--- src/rtl/multicycle_control_unit_if.sv ---
// Control-unit bus bundle.
// master: the control unit. It takes the memory hit strobes, the IR fields
//         and the ALU flags, and it drives every datapath enable and select,
//         plus the status outputs halt, timeout_err, state and retired.
// slave : the datapath/arbiter side, with the opposite directions.
interface multicycle_control_unit_if #(
  parameter int CNT_W = 32
);
  logic             ihit;
  logic             dhit;
  logic [5:0]       opcode;
  logic [5:0]       funct;
  logic             zero_flag;
  logic             over_flag;
  logic             iren;
  logic             dren;
  logic             dwen;
  logic             irwen;
  logic             pcwen;
  logic [1:0]       pcsrc;
  logic             regW;
  logic [1:0]       regDest;
  logic [1:0]       memToReg;
  logic [1:0]       aluSrc;
  logic [1:0]       extSel;
  logic [3:0]       aluop;
  logic             halt;
  logic             timeout_err;
  logic [2:0]       state;
  logic [CNT_W-1:0] retired;

  modport master (
    input  ihit, dhit, opcode, funct, zero_flag, over_flag,
    output iren, dren, dwen, irwen, pcwen, pcsrc, regW, regDest, memToReg,
           aluSrc, extSel, aluop, halt, timeout_err, state, retired
  );

  modport slave (
    output ihit, dhit, opcode, funct, zero_flag, over_flag,
    input  iren, dren, dwen, irwen, pcwen, pcsrc, regW, regDest, memToReg,
           aluSrc, extSel, aluop, halt, timeout_err, state, retired
  );
endinterface

--- src/rtl/multicycle_control_unit.sv ---
// Multicycle MIPS control unit. It sequences each instruction through
// FETCH/DECODE/EXEC/MEM/WB and drives all of the datapath enables.
// Ports: CLK, nRST (async active-low), bus (master modport of
//        multicycle_control_unit_if; holds the handshakes, the IR fields,
//        the ALU flags, the enables/selects and the status outputs).
//
// state  | meaning
// FETCH  | request instruction, latch IR on ihit
// DECODE | resolve jumps/halt/illegal, else go to EXEC
// EXEC   | ALU operation, branch/JR resolution
// MEM    | data read/write, wait for dhit
// WB     | register write-back, retire
// HALTED | absorbing stop until reset
module multicycle_control_unit #(
  parameter int CNT_W       = 32,
  parameter int MEM_TIMEOUT = 0,
  parameter int OVF_TRAP    = 1
) (
  input logic                    CLK,
  input logic                    nRST,
  multicycle_control_unit_if.master bus
);
  localparam logic [5:0] OP_RTYPE = 6'h00, OP_J    = 6'h02, OP_JAL  = 6'h03,
                         OP_BEQ   = 6'h04, OP_BNE  = 6'h05, OP_ADDI = 6'h08,
                         OP_ADDIU = 6'h09, OP_LUI  = 6'h0F, OP_LW   = 6'h23,
                         OP_SW    = 6'h2B, OP_HALT = 6'h3F;
  localparam logic [5:0] F_JR = 6'h08, F_ADD = 6'h20, F_ADDU = 6'h21, F_SUB = 6'h22;
  localparam logic [3:0] ALU_ADD = 4'd2, ALU_SUB = 4'd3;

  // The counter only has to reach MEM_TIMEOUT-1; the waiting cycle that would
  // take it to MEM_TIMEOUT is the one that trips the watchdog.
  localparam int WD_W   = (MEM_TIMEOUT > 1) ? $clog2(MEM_TIMEOUT) : 1;
  localparam int WD_LIM = (MEM_TIMEOUT > 0) ? MEM_TIMEOUT - 1 : 0;
  localparam logic [WD_W-1:0] WD_LAST = WD_W'(WD_LIM);

  typedef enum logic [2:0] {
    FETCH  = 3'd0,
    DECODE = 3'd1,
    EXEC   = 3'd2,
    MEM    = 3'd3,
    WB     = 3'd4,
    HALTED = 3'd5
  } state_t;

  state_t           state_q, state_d;
  logic [WD_W-1:0]  wd_cnt;
  logic             wd_limit, wd_fire, timeout_q;
  logic [CNT_W-1:0] retired_q;
  logic             is_r, r_ok, op_ok, trap_op;

  always_comb begin
    is_r    = (bus.opcode == OP_RTYPE);
    r_ok    = (bus.funct == F_JR) || (bus.funct == F_ADD) ||
              (bus.funct == F_ADDU) || (bus.funct == F_SUB);
    op_ok   = is_r ? r_ok :
              (bus.opcode inside {OP_J, OP_JAL, OP_BEQ, OP_BNE, OP_ADDI,
                                  OP_ADDIU, OP_LUI, OP_LW, OP_SW, OP_HALT});
    trap_op = (is_r && ((bus.funct == F_ADD) || (bus.funct == F_SUB))) ||
              (bus.opcode == OP_ADDI);
    wd_limit = (MEM_TIMEOUT > 0) && (wd_cnt == WD_LAST);
  end

  always_comb begin
    state_d      = state_q;
    wd_fire      = 1'b0;
    bus.iren     = 1'b0;
    bus.dren     = 1'b0;
    bus.dwen     = 1'b0;
    bus.irwen    = 1'b0;
    bus.pcwen    = 1'b0;
    bus.pcsrc    = 2'b00;
    bus.regW     = 1'b0;
    bus.regDest  = 2'b00;
    bus.memToReg = 2'b00;
    bus.aluSrc   = 2'b00;
    bus.extSel   = 2'b00;
    bus.aluop    = 4'd0;
    bus.halt     = 1'b0;
    case (state_q)
      FETCH: begin
        bus.iren = 1'b1;
        if (bus.ihit) begin
          bus.irwen = 1'b1;
          state_d   = DECODE;
        end else if (wd_limit) begin
          wd_fire = 1'b1;
          state_d = HALTED;
        end
      end
      DECODE: begin
        if (bus.opcode == OP_HALT) begin
          state_d = HALTED;
        end else if (bus.opcode == OP_J) begin
          bus.pcwen = 1'b1;
          bus.pcsrc = 2'b10;
          state_d   = FETCH;
        end else if (bus.opcode == OP_JAL) begin
          bus.regW     = 1'b1;
          bus.regDest  = 2'b10;
          bus.memToReg = 2'b10;
          bus.pcwen    = 1'b1;
          bus.pcsrc    = 2'b10;
          state_d      = FETCH;
        end else if (!op_ok) begin
          // Illegal encodings retire as a NOP so the program keeps moving.
          bus.pcwen = 1'b1;
          state_d   = FETCH;
        end else begin
          state_d = EXEC;
        end
      end
      EXEC: begin
        case (bus.opcode)
          OP_ADDI, OP_ADDIU, OP_LW, OP_SW: begin
            bus.aluSrc = 2'b01;
            bus.extSel = 2'b01;
            bus.aluop  = ALU_ADD;
          end
          OP_LUI: begin
            bus.aluSrc = 2'b10;
            bus.aluop  = ALU_ADD;
          end
          OP_BEQ, OP_BNE: begin
            bus.extSel = 2'b01;
            bus.aluop  = ALU_SUB;
          end
          default: bus.aluop = (bus.funct == F_SUB) ? ALU_SUB : ALU_ADD;
        endcase
        if ((bus.opcode == OP_BEQ) || (bus.opcode == OP_BNE)) begin
          bus.pcwen = 1'b1;
          if ((bus.opcode == OP_BEQ) == bus.zero_flag) bus.pcsrc = 2'b01;
          state_d = FETCH;
        end else if (is_r && (bus.funct == F_JR)) begin
          bus.pcwen = 1'b1;
          bus.pcsrc = 2'b11;
          state_d   = FETCH;
        end else if ((bus.opcode == OP_LW) || (bus.opcode == OP_SW)) begin
          state_d = MEM;
        end else begin
          state_d = WB;
        end
      end
      MEM: begin
        bus.dren = (bus.opcode == OP_LW);
        bus.dwen = (bus.opcode == OP_SW);
        if (bus.dhit) begin
          if (bus.opcode == OP_LW) begin
            state_d = WB;
          end else begin
            bus.pcwen = 1'b1;
            state_d   = FETCH;
          end
        end else if (wd_limit) begin
          wd_fire = 1'b1;
          state_d = HALTED;
        end
      end
      WB: begin
        bus.regW     = !((OVF_TRAP != 0) && trap_op && bus.over_flag);
        bus.memToReg = (bus.opcode == OP_LW) ? 2'b01 : 2'b00;
        bus.regDest  = is_r ? 2'b01 : 2'b00;
        bus.pcwen    = 1'b1;
        state_d      = FETCH;
      end
      HALTED:  bus.halt = 1'b1;
      default: state_d = FETCH;
    endcase
  end

  always_ff @(posedge CLK or negedge nRST) begin
    if (!nRST) begin
      state_q   <= FETCH;
      wd_cnt    <= '0;
      timeout_q <= 1'b0;
      retired_q <= '0;
    end else begin
      state_q <= state_d;
      // Staying put in FETCH/MEM means a wait cycle; any move re-arms the count.
      if ((state_d != state_q) || ((state_q != FETCH) && (state_q != MEM)))
        wd_cnt <= '0;
      else
        wd_cnt <= wd_cnt + WD_W'(1);
      if (wd_fire) timeout_q <= 1'b1;
      if (bus.pcwen) retired_q <= retired_q + CNT_W'(1);
    end
  end

  assign bus.state       = state_q;
  assign bus.timeout_err = timeout_q;
  assign bus.retired     = retired_q;
endmodule

--- src/flat_wrapper.sv ---
// flat-port wrapper written by rule: the top's interface ports become plain ports
module multicycle_control_unit_flat 
#(
  parameter int CNT_W       = 32,
  parameter int MEM_TIMEOUT = 0,
  parameter int OVF_TRAP    = 1
)
  (CLK, nRST, bus_ihit, bus_dhit, bus_opcode, bus_funct, bus_zero_flag, bus_over_flag, bus_iren, bus_dren, bus_dwen, bus_irwen, bus_pcwen, bus_pcsrc, bus_regW, bus_regDest, bus_memToReg, bus_aluSrc, bus_extSel, bus_aluop, bus_halt, bus_timeout_err, bus_state, bus_retired);
  multicycle_control_unit_if #(.CNT_W(CNT_W)) bus_i ();
  input logic CLK;
  input logic nRST;
  input wire logic [$bits(bus_i.ihit)-1:0] bus_ihit;
  input wire logic [$bits(bus_i.dhit)-1:0] bus_dhit;
  input wire logic [$bits(bus_i.opcode)-1:0] bus_opcode;
  input wire logic [$bits(bus_i.funct)-1:0] bus_funct;
  input wire logic [$bits(bus_i.zero_flag)-1:0] bus_zero_flag;
  input wire logic [$bits(bus_i.over_flag)-1:0] bus_over_flag;
  output wire logic [$bits(bus_i.iren)-1:0] bus_iren;
  output wire logic [$bits(bus_i.dren)-1:0] bus_dren;
  output wire logic [$bits(bus_i.dwen)-1:0] bus_dwen;
  output wire logic [$bits(bus_i.irwen)-1:0] bus_irwen;
  output wire logic [$bits(bus_i.pcwen)-1:0] bus_pcwen;
  output wire logic [$bits(bus_i.pcsrc)-1:0] bus_pcsrc;
  output wire logic [$bits(bus_i.regW)-1:0] bus_regW;
  output wire logic [$bits(bus_i.regDest)-1:0] bus_regDest;
  output wire logic [$bits(bus_i.memToReg)-1:0] bus_memToReg;
  output wire logic [$bits(bus_i.aluSrc)-1:0] bus_aluSrc;
  output wire logic [$bits(bus_i.extSel)-1:0] bus_extSel;
  output wire logic [$bits(bus_i.aluop)-1:0] bus_aluop;
  output wire logic [$bits(bus_i.halt)-1:0] bus_halt;
  output wire logic [$bits(bus_i.timeout_err)-1:0] bus_timeout_err;
  output wire logic [$bits(bus_i.state)-1:0] bus_state;
  output wire logic [$bits(bus_i.retired)-1:0] bus_retired;
  assign bus_i.ihit = bus_ihit;
  assign bus_i.dhit = bus_dhit;
  assign bus_i.opcode = bus_opcode;
  assign bus_i.funct = bus_funct;
  assign bus_i.zero_flag = bus_zero_flag;
  assign bus_i.over_flag = bus_over_flag;
  assign bus_iren = bus_i.iren;
  assign bus_dren = bus_i.dren;
  assign bus_dwen = bus_i.dwen;
  assign bus_irwen = bus_i.irwen;
  assign bus_pcwen = bus_i.pcwen;
  assign bus_pcsrc = bus_i.pcsrc;
  assign bus_regW = bus_i.regW;
  assign bus_regDest = bus_i.regDest;
  assign bus_memToReg = bus_i.memToReg;
  assign bus_aluSrc = bus_i.aluSrc;
  assign bus_extSel = bus_i.extSel;
  assign bus_aluop = bus_i.aluop;
  assign bus_halt = bus_i.halt;
  assign bus_timeout_err = bus_i.timeout_err;
  assign bus_state = bus_i.state;
  assign bus_retired = bus_i.retired;
  multicycle_control_unit #(.CNT_W(CNT_W), .MEM_TIMEOUT(MEM_TIMEOUT), .OVF_TRAP(OVF_TRAP)) u_core (.CLK(CLK), .nRST(nRST), .bus(bus_i));
endmodule
--- config.mk ---
export PLATFORM = sky130hd
export DESIGN_NAME = multicycle_control_unit_flat
export DESIGN_NICKNAME = d
export VERILOG_FILES = /design/src/rtl/multicycle_control_unit_if.sv /design/src/rtl/multicycle_control_unit.sv /design/src/flat_wrapper.sv
export SDC_FILE = /design/constraint.sdc
export NUM_CORES = 1
export LEC_CHECK = 0
export CAP_MARGIN = 30
export CELL_PAD_IN_SITES_DETAIL_PLACEMENT = 1
export CELL_PAD_IN_SITES_GLOBAL_PLACEMENT = 1
export CORE_MARGIN = 5
export CORE_UTILIZATION = 34
export CTS_CLUSTER_SIZE = 30
export DETAILED_ROUTE_END_ITERATION = 8
export PLACE_DENSITY_LB_ADDON = 0.1
export SETUP_SLACK_MARGIN = 0.05
export SLEW_MARGIN = 20
export SYNTH_ARGS = -nofsm -noshare
export SYNTH_HDL_FRONTEND = slang
export SYNTH_SLANG_ARGS = --single-unit
--- constraint.sdc ---
create_clock -name CLK -period 3.5 [get_ports CLK]
set_clock_uncertainty 0.15 [all_clocks]
set_input_delay 0.7 -clock CLK [delete_from_list [all_inputs] [get_ports CLK]]
set_output_delay 0.7 -clock CLK [all_outputs]
set_load 0.005 [all_outputs]
==> results of run 1 <==
==> layer usage <==
metal	wire [microns]	track usage (%)	up-vias
li1	-	-	1023
met1	3150	22.8	1016
met2	3170	25.2	44
met3	275	4.33	2
met4	29	2.98	0
met5	0	0	-
==> logic make-up after synthesis <==
family	Yosys count	share of synthesized area [%]
other cells	1	0.169
xor+xnor	32	12.6
mux	2	0.959
buf+inv	23	5.47
fa+ha+maj	1	0.564
compound gates	24	7.56
simple gates	121	33.1
flops	35	39.5
==> flip-flops by register name, summed over array words and instances (netlist names) <==
register and cells:
u_core.bus.state 3, u_core.bus.retired 32
==> worst min-delay path by stage <==
| stage | start | end | cells after the start |
|---|---|---|---|
| 2_1_floorplan | nRST | u_core.bus.retired[0]$_DFFE_PN0P_ | 0 |
| 3_3_place_gp | u_core.bus.retired[31]$_DFFE_PN0P_ | u_core.bus.retired[31]$_DFFE_PN0P_ | 1 |
| 3_5_place_dp | u_core.bus.retired[31]$_DFFE_PN0P_ | u_core.bus.retired[31]$_DFFE_PN0P_ | 1 |
| 5_1_grt | u_core.bus.retired[31]$_DFFE_PN0P_ | u_core.bus.retired[31]$_DFFE_PN0P_ | 1 |
| 4_1_cts | u_core.bus.retired[31]$_DFFE_PN0P_ | u_core.bus.retired[31]$_DFFE_PN0P_ | 1 |
| 6_report | u_core.bus.retired[31]$_DFFE_PN0P_ | u_core.bus.retired[31]$_DFFE_PN0P_ | 1 |
==> power by group through the flow <==
stage	combinational, W	clock (W)	sequential, W
floorplan	0.000335	0	0.000544
global placement	0.000604	0	0.000572
detailed placement	0.000616	0	0.000577
CTS	0.000620	0.000374	0.000573
global route	0.000659	0.000390	0.000591
finish	0.000609	0.000361	0.000573
==> layout by cell type, fill, tap and decap left out, types with 2 or more instances in the layout <==
cell	Yosys	final
nor4b_1	4	3
and3_1	5	4
nand2_1	16	16
o21ai_0	7	6
inv_1	7	7
dfrtp_1	35	35
clkbuf_8	0	5
or3_1	4	3
nor4_2	7	7
xnor2_1	5	5
buf_4	6	33
nor3_1	19	18
a21oi_1	5	5
conb_1	1	4
nor3b_1	4	2
nor2b_1	4	4
nor4b_2	3	3
and2_1	6	6
dlygate4sd2_1	0	11
nand3_1	10	10
nand2b_1	3	3
clkdlybuf4s50_1	0	57
nor3b_2	2	4
nor2_1	21	20
xor2_1	27	27
nand4_1	9	9
==> critical path, delay by kind of cell <==
family | cells | cell delay (ns)
buffers and inverters | 6 | 1.36
and+or+nand+nor | 3 | 0.55
==> metrics by stage <==
| step | TNS, ns | utilization [%] | area, sq um | hold slack, ns |
|---|---|---|---|---|
| global placement | -1.42 | 49.9 | 3170 | 0.308 |
| finish | 0 | 52.7 | 3350 | 0.330 |
| CTS | 0 | 52.6 | 3340 | 0.330 |
| floorplan | 0 | - | 2230 | 0.254 |
| detailed placement | -1.41 | 49.9 | 3170 | 0.320 |
| global route | -0.268 | 52.7 | 3350 | 0.348 |
==> area by class of cell <==
cell class | count | area, sq um
clock buffer | 5 | 68.8
clock inverter | 2 | 37.5
fill | 756 | 3000
inverter | 7 | 26.3
multi-input combinational | 184 | 1310
sequential | 35 | 876
tap | 77 | 96.3
timing repair buffer | 103 | 932
==> timing repair <==
| item | CTS | global route |
|---|---|---|
| pin swaps | 7 | 0 |
| gates resized for setup | 24 | 2 |
| endpoints found under the setup margin | 11 | 5 |
| setup buffers | 2 | 0 |
| hold endpoints to repair | 0 | 0 |
==> impl_metrics.env, run 1 <==
export IMPL_setup_viol=0
export IMPL_power_frac_comb_pct=39.5
export IMPL_synth_cell_type_count=46
export IMPL_overflow=0
export IMPL_drc_errors=0
export IMPL_worstSetupPathType="input pin to output pin"
export IMPL_period_needed_ns=3.47
export IMPL_power_density_cell_area_nw_per_um2=461
export IMPL_synth_top_area_share_pct=39.5
export IMPL_power_switching_w=0.000553
export IMPL_crit_start="bus_opcode[2]"
export IMPL_path_clk_slew_ns=0.07
export IMPL_grt_use_total_pct=16.2
export IMPL_cts_root_buffer="clkbuf_8"
export IMPL_die_height_microns=90.8
export IMPL_crit_chain="dlygate4sd2_1 -> buf_4 -> nor4_2 -> buf_4 -> buf_4 -> nand2_1 -> nor3_1 -> buf_4 -> clkdlybuf4s50_1"
export IMPL_ir_drop_v=0.000338
export IMPL_synthFlopType="dfrtp_1"
export IMPL_drt_pass1_iter_count=4
export IMPL_start_kind="input pin"
export IMPL_rsz0062_at_grt="yes"
export IMPL_cts_buffer_depth=2
export IMPL_r2r_cells=7
export IMPL_antenna_found_initial=0
export IMPL_p_sw_share_pct=35.9
export IMPL_htreeDepth=2
export IMPL_drtIter0Drc=37
export IMPL_totalWireLength_microns=6630
export IMPL_critPathCaptureType="output pin"
export IMPL_hold_path_class="register to register"
export IMPL_slowest_stage="clkdlybuf4s50_1"
export IMPL_syn_area_per_cell_sq_um=9.28
export IMPL_r2r_setup_slack_ns=0.94
export IMPL_max_cap_viol_count=0
export IMPL_vias_per_cell=5.05
export IMPL_seqPwrFrac_pct=37.2
export IMPL_synth_top_area_cell="dfrtp_1"
export IMPL_layoutNonFillerInstCount=413
export IMPL_ys_ff_latch=35
export IMPL_synth_most_common_cell="dfrtp_1"
export IMPL_pin_count=75
export IMPL_dieArea_sq_um=8240
export IMPL_grt_pass1_wl_microns=11200
export IMPL_cts_buffers=5
export IMPL_endpoint="bus_memToReg[1]"
export IMPL_dpl_hpwl_microns=5000
export IMPL_ys_async_sr_fraction_pct=100
export IMPL_syn_to_final_growth_pct=51.0
export IMPL_cts_sinks=35
export IMPL_ant_nets=0
export IMPL_coreArea_sq_um=6350
export IMPL_slew_headroom_pct=47.7
export IMPL_crit_required_ns=2.65
export IMPL_fin_crit_sh_pct=99.1
export IMPL_fmax_ghz=0.288
export IMPL_nNetsFinal=355
export IMPL_grt_max_degree=36
export IMPL_die_w_microns=90.8
export IMPL_initial_core_util_pct=34.9
export IMPL_pwr_share_clk_pct=23.4
export IMPL_vias=2085
export IMPL_synth_edf_count=0
export IMPL_insertion_delay_ns=0.29
export IMPL_worstReg2RegEnd="u_core.bus.retired[1]$_DFFE_PN0P_"
export IMPL_cts_hold_buf=0
export IMPL_drt_wirelength_per_cell_microns=16.0
export IMPL_finalWorstSetupSlack_ns=0.0332
export IMPL_ys_seq_area_share_pct=39.5
export IMPL_synth_warnings=0
export IMPL_dp_slack_ns=-0.312
export IMPL_antenna_cells=0
export IMPL_synth_area_top_cells="dfrtp_1 40%, xor2_1 11%, nor3_1 4.3%"
export IMPL_grt_pass1_vias=2183
export IMPL_total_power_w=0.00154
export IMPL_internal_power_w=0.000989
export IMPL_cp_common_cell="buf_4"
export IMPL_arrival_ns=2.62
export IMPL_portBuffers=70
export IMPL_postSynthCellCount=239
export IMPL_maxSlewViolCount=0
export IMPL_p_leak_nw=1.28
export IMPL_rows=29
export IMPL_drive_gt1_share_pct=19.6
export IMPL_r2r_start="u_core.bus.state[2]$_DFFE_PN0P_"
export IMPL_routabilityCongestion=0.790
export IMPL_hold_violations=0
export IMPL_cts_tree="done"
export IMPL_max_stage_delay_ns=0.50
export IMPL_synthesis_area_sq_um=2220
export IMPL_place_inst=404
export IMPL_outcome="finished, final reports clean"
export IMPL_worstMarginPinSlew_ns=0.785
export IMPL_cp_max_fo=5
export IMPL_ys_top_cells_by_count="35 x dfrtp_1, 27 x xor2_1, 21 x nor2_1, 19 x nor3_1, 16 x nand2_1"
Note: power is estimated with default switching activity, not from simulation.
==> run 2: changes to the inputs <==
- PLACE_DENSITY: not set -> 0.91
- PLACE_DENSITY_LB_ADDON: 0.1 -> not set
==> run 2 against run 1 <==
Wire length grew 13%. Sequential share of layout area is essentially flat. Flip-flop and latch count unchanged. Non-clock buffer count is the same. Setup slack gained 0.11 ns. Global-route usage rose by 2.3 points. Count of clock-buffer cells in the layout rose by 1. Critical path depth down 1. Critical endpoint is now bus_regW. Largest power group unchanged.
==> impl_metrics.env, run 2 (synthesis results as in run 1) <==
export IMPL_outcome="finished, final reports clean"
export IMPL_grt_max_degree=36
export IMPL_dpl_hpwl_microns=5510
export IMPL_grt_use_total_pct=18.5
export IMPL_power_density_cell_area_nw_per_um2=449
export IMPL_ant_nets=0
export IMPL_critPathCaptureType="output pin"
export IMPL_vias=2193
export IMPL_pin_count=75
export IMPL_r2r_setup_slack_ns=0.76
export IMPL_antenna_found_initial=0
export IMPL_vias_per_cell=5.31
export IMPL_drt_wirelength_per_cell_microns=18.1
export IMPL_p_sw_share_pct=37.6
export IMPL_hold_violations=0
export IMPL_period_needed_ns=3.36
export IMPL_crit_required_ns=2.65
export IMPL_power_switching_w=0.000565
export IMPL_final_common_cell="clkdlybuf4s50_1"
export IMPL_layoutNonFillerInstCount=413
export IMPL_fin_hold_ws_ns=0.344
export IMPL_cts_root_buffer="clkbuf_8"
export IMPL_arrival_ns=2.51
export IMPL_fin_crit_sh_pct=96.0
export IMPL_antenna_cells=0
export IMPL_finalWorstSetupSlack_ns=0.140
export IMPL_dieArea_sq_um=8240
export IMPL_totalWireLength_microns=7470
export IMPL_path_clk_slew_ns=0.07
export IMPL_pwr_share_clk_pct=19.9
export IMPL_cts_buffers=5
export IMPL_finish_utilization_pct=52.8
export IMPL_max_cap_viol_count=0
export IMPL_start_kind="input pin"
export IMPL_ir_drop_v=0.000339
export IMPL_nFillCells=716
export IMPL_cts_buffer_depth=2
export IMPL_r2r_cells=8
export IMPL_drtIter0Drc=100
export IMPL_r2r_start="u_core.bus.state[2]$_DFFE_PN0P_"
export IMPL_routabilityCongestion=0.959
export IMPL_min_delay_path_depth=1
export IMPL_p_leak_nw=1.33
export IMPL_cts_sinks=35
export IMPL_place_inst=403
export IMPL_register_area_sq_um=876
export IMPL_worstReg2RegEnd="u_core.bus.retired[14]$_DFFE_PN0P_"
export IMPL_largest_reg_flops=32
export IMPL_cts_hold_buf=0
export IMPL_nNetsFinal=355
export IMPL_portBuffers=70
export IMPL_overflow=0
export IMPL_coreArea_sq_um=6350
export IMPL_worstSetupPathType="input pin to output pin"
export IMPL_fmax_ghz=0.298
export IMPL_min_to="u_core.bus.retired[4]$_DFFE_PN0P_"
export IMPL_syn_to_final_growth_pct=51.2
export IMPL_cts_tree="done"
export IMPL_rsz0062_at_grt="no"
export IMPL_rows=29
export IMPL_initial_core_util_pct=34.9
export IMPL_internal_power_w=0.000939
export IMPL_layout_common_cells="58 x clkdlybuf4s50_1, 35 x dfrtp_1, 33 x buf_4, 27 x xor2_1, 21 x nor2_1"
export IMPL_hold_path_class="register to register"
export IMPL_insertion_delay_ns=0.29
export IMPL_die_height_microns=90.8
export IMPL_grt_pass1_wl_microns=12500
export IMPL_drt_pass1_iter_count=4
export IMPL_setup_viol=0
export IMPL_drive_gt1_share_pct=20.8
export IMPL_htreeDepth=2
export IMPL_grt_pass1_vias=2348
export IMPL_drc_errors=0
export IMPL_postLayoutCellArea_sq_um=3350
export IMPL_die_w_microns=90.8
export IMPL_worstHoldStart="u_core.bus.retired[4]$_DFFE_PN0P_"
export IMPL_placed_area_sq_um=3170
export IMPL_seqPwrFrac_pct=38.3
export IMPL_maxSlewViolCount=0
export IMPL_multiInputGateArea_sq_um=1330
export IMPL_power_frac_comb_pct=41.7
export IMPL_cp_max_fo=5
export IMPL_dp_slack_ns=-0.332
-- run 2: metal layers --
| layer | GRT usage, % | share of wire [%] | routed length, microns | vias up |
|---|---|---|---|---|
| met5 | 0 | 0 | 0 | - |
| met4 | 5.21 | 1.7 | 125 | 0 |
| met3 | 4.00 | 3.9 | 288 | 12 |
| met2 | 32.3 | 52 | 3900 | 52 |
| met1 | 22.7 | 42 | 3160 | 1105 |
| li1 | - | - | - | 1024 |
-- run 2: critical path, cell delays in order --
cell and delay (ns):
dlygate4sd2_1 0.32, nor4_4 0.34, buf_4 0.16, buf_4 0.10
nand2_1 0.06, nor3_2 0.16, o21bai_1 0.15, clkdlybuf4s50_1 0.53
-- run 2: area by class of cell --
cell class,instances,area share (%)
Multi-Input combinational cell,184,39.5
Timing Repair Buffer,103,28.1
Clock buffer,6,2.46
Tap cell,77,2.87
Inverter,7,0.784
Sequential cell,35,26.1
Clock inverter,1,0.149
-- run 2: power groups by stage --
stage,sequential [W],combinational [W],clock [W]
floorplan,0.000544,0.000335,0
global placement,0.000570,0.000598,0
detailed placement,0.000576,0.000624,0
CTS,0.000573,0.000633,0.000303
global route,0.000592,0.000682,0.000324
finish,0.000577,0.000628,0.000299
-- run 2: how the worst max path moves through the flow --
stage,cells past startpoint,end,startpoint,slack [ns]
after global placement,7,bus_pcwen,bus_opcode[2],-0.26
after floorplan,7,bus_pcwen,bus_opcode[2],0.41
after global routing,8,bus_regW,bus_opcode[3],0.08
after detailed placement,9,bus_pcwen,bus_opcode[2],-0.33
final,8,bus_regW,bus_opcode[3],0.14
after CTS,8,bus_pcsrc[1],bus_opcode[4],0.07
-- run 2: stage by stage --
step           setup TNS (ns)  total power, W
2_1_floorplan               0        0.000879
3_3_place_gp            -1.25         0.00117
3_5_place_dp            -1.62         0.00120
4_1_cts                     0         0.00151
5_1_grt                     0         0.00160
6_report                    0         0.00150
-- run 2: timing repair --
action / in CTS / in global routing
pin swaps: 4 / 2
hold endpoints to repair: 0 / 0
setup buffers: 2 / 1
endpoints found under the setup margin: 13 / 7
gates resized for setup: 23 / 10
==> run 3: changes to the inputs <==
- CORE_UTILIZATION: 34 -> 36
- PLACE_DENSITY: 0.91 -> 0.95
- clock period: 3.5 -> 4.1 ns (I/O delays scaled with it)
==> run 3 against run 2 <==
Via count is 5.4% lower. Critical path depth stayed put. First-iteration DRC count is 20% lower. Die area is 5.0% lower. Critical path type unchanged. Clock power is 15% lower. Largest cell class unchanged. Design area is 6.3% lower. Total power is 17% lower. Sequential power is 15% lower. Core utilization hardly changed. Wire length is 9.1% lower.
==> impl_metrics.env, run 3 (synthesis results as in run 1) <==
export IMPL_syn_to_final_growth_pct=41.7
export IMPL_cts_hold_buf=0
export IMPL_grt_pass1_vias=2219
export IMPL_drt_pass1_iter_count=4
export IMPL_coreArea_sq_um=5960
export IMPL_nNetsFinal=334
export IMPL_final_setup_tns_ns=0
export IMPL_grt_max_degree=36
export IMPL_start_kind="input pin"
export IMPL_drt_wirelength_per_cell_microns=17.4
export IMPL_die_height_microns=88.5
export IMPL_insertion_delay_ns=0.28
export IMPL_fin_hold_ws_ns=0.343
export IMPL_drc_errors=0
export IMPL_ir_drop_v=0.000357
export IMPL_power_density_cell_area_nw_per_um2=399
export IMPL_outcome="finished, final reports clean"
export IMPL_p_leak_nw=1.15
export IMPL_drive_gt1_share_pct=11.7
export IMPL_grt_pass1_wl_microns=11100
export IMPL_overflow=0
export IMPL_rsz0062_at_grt="yes"
export IMPL_worstReg2RegEnd="u_core.bus.retired[17]$_DFFE_PN0P_"
export IMPL_fin_crit_sh_pct=96.4
export IMPL_dpl_hpwl_microns=5080
export IMPL_htreeDepth=2
export IMPL_totalWireLength_microns=6790
export IMPL_pwr_share_clk_pct=20.4
export IMPL_cts_tree="done"
export IMPL_maxSlewViolCount=0
export IMPL_final_common_cell="clkdlybuf4s50_1"
export IMPL_seqPwrFrac_pct=39.2
export IMPL_pin_count=75
export IMPL_initial_core_util_pct=37.2
export IMPL_p_sw_share_pct=36.8
export IMPL_r2r_cells=7
export IMPL_power_switching_w=0.000461
export IMPL_cts_root_buffer="clkbuf_8"
export IMPL_cts_sinks=35
export IMPL_hold_violations=0
export IMPL_max_cap_viol_count=0
export IMPL_portBuffers=70
export IMPL_min_delay_path_depth=1
export IMPL_cts_buffers=5
export IMPL_internal_power_w=0.000792
export IMPL_r2r_setup_slack_ns=1.47
export IMPL_arrival_ns=2.98
export IMPL_cp_max_fo=5
export IMPL_dieArea_sq_um=7830
export IMPL_rows=28
export IMPL_setup_viol=0
export IMPL_worstSetupPathType="input pin to output pin"
export IMPL_hold_path_class="register to register"
export IMPL_vias=2074
export IMPL_period_needed_ns=3.95
export IMPL_vias_per_cell=5.32
export IMPL_worstHoldStart="u_core.bus.retired[4]$_DFFE_PN0P_"
export IMPL_layout_common_cells="68 x clkdlybuf4s50_1, 35 x dfrtp_1, 27 x xor2_1, 21 x nor2_1, 19 x nor3_1"
export IMPL_crit_required_ns=3.13
export IMPL_die_w_microns=88.5
export IMPL_fmax_ghz=0.253
export IMPL_r2r_start="u_core.bus.state[1]$_DFFE_PN0P_"
export IMPL_cts_buffer_depth=2
export IMPL_ant_nets=0
export IMPL_critPathCaptureType="output pin"
export IMPL_power_frac_comb_pct=40.4
export IMPL_antenna_cells=0
export IMPL_grt_use_total_pct=18.0
export IMPL_min_to="u_core.bus.retired[4]$_DFFE_PN0P_"
export IMPL_path_clk_slew_ns=0.07
export IMPL_largest_reg_flops=32
export IMPL_drtIter0Drc=80
export IMPL_routabilityCongestion=0.876
export IMPL_antenna_found_initial=0
## run 3: area by class of cell
class | count | area [sq um]
Timing Repair Buffer | 82 | 796
Fill cell | 700 | 2810
Clock inverter | 1 | 5.00
Tap cell | 75 | 93.8
Multi-Input combinational cell | 184 | 1260
Clock buffer | 6 | 82.6
Sequential cell | 35 | 876
Inverter | 7 | 26.3
## run 3: stage by stage
stage / std cells / setup slack (ns) / utilization, % / area, sq um / power, W
2_1_floorplan: 242 / 0.773 / - / 2230 / 0.000750
3_3_place_gp: 383 / 0.0658 / 50.9 / 3030 / 0.000983
3_5_place_dp: 383 / 0.0702 / 50.9 / 3030 / 0.00100
4_1_cts: 390 / 0.0686 / 52.3 / 3120 / 0.00126
5_1_grt: 390 / 0.0325 / 52.8 / 3140 / 0.00133
6_report: 390 / 0.148 / 52.8 / 3140 / 0.00125
## run 3: worst max path at each step
stage,startpoint,to,slack [ns]
after detailed placement,bus_opcode[5],bus_pcwen,0.07
after CTS,bus_opcode[3],bus_pcwen,0.07
after floorplan,bus_opcode[2],bus_pcwen,0.77
after global routing,bus_opcode[3],bus_pcwen,0.03
after global placement,bus_opcode[3],bus_pcwen,0.07
final,bus_opcode[3],bus_pcwen,0.15
## run 3: power groups by stage
stage	Sequential [W]	Combinational, W	Clock, W
floorplan	0.000464	0.000286	0
global placement	0.000491	0.000492	0
detailed placement	0.000493	0.000510	0
CTS	0.000490	0.000514	0.000255
global route	0.000505	0.000553	0.000269
finish	0.000491	0.000506	0.000255
## run 3: critical path, stage by stage
cell and delay, ns:
clkdlybuf4s50_1 0.61, buf_4 0.19, nand3b_1 0.08, a211oi_1 0.26
o22ai_1 0.18, a221oi_4 0.29, inv_1 0.08, clkdlybuf4s50_1 0.45
## run 3: layer usage
layer	up-vias	track usage (%)	part of all wire (%)
met3	5	2.70	3.5
met2	41	32.3	52
met4	0	2.88	0.59
li1	986	-	-
met5	-	0	0
met1	1042	23.2	43
## run 3: what timing repair did
action                     4_1_cts  5_1_grt
buffers inserted                 0        0
gates resized for setup          0        7
setup endpoints to repair        0        6
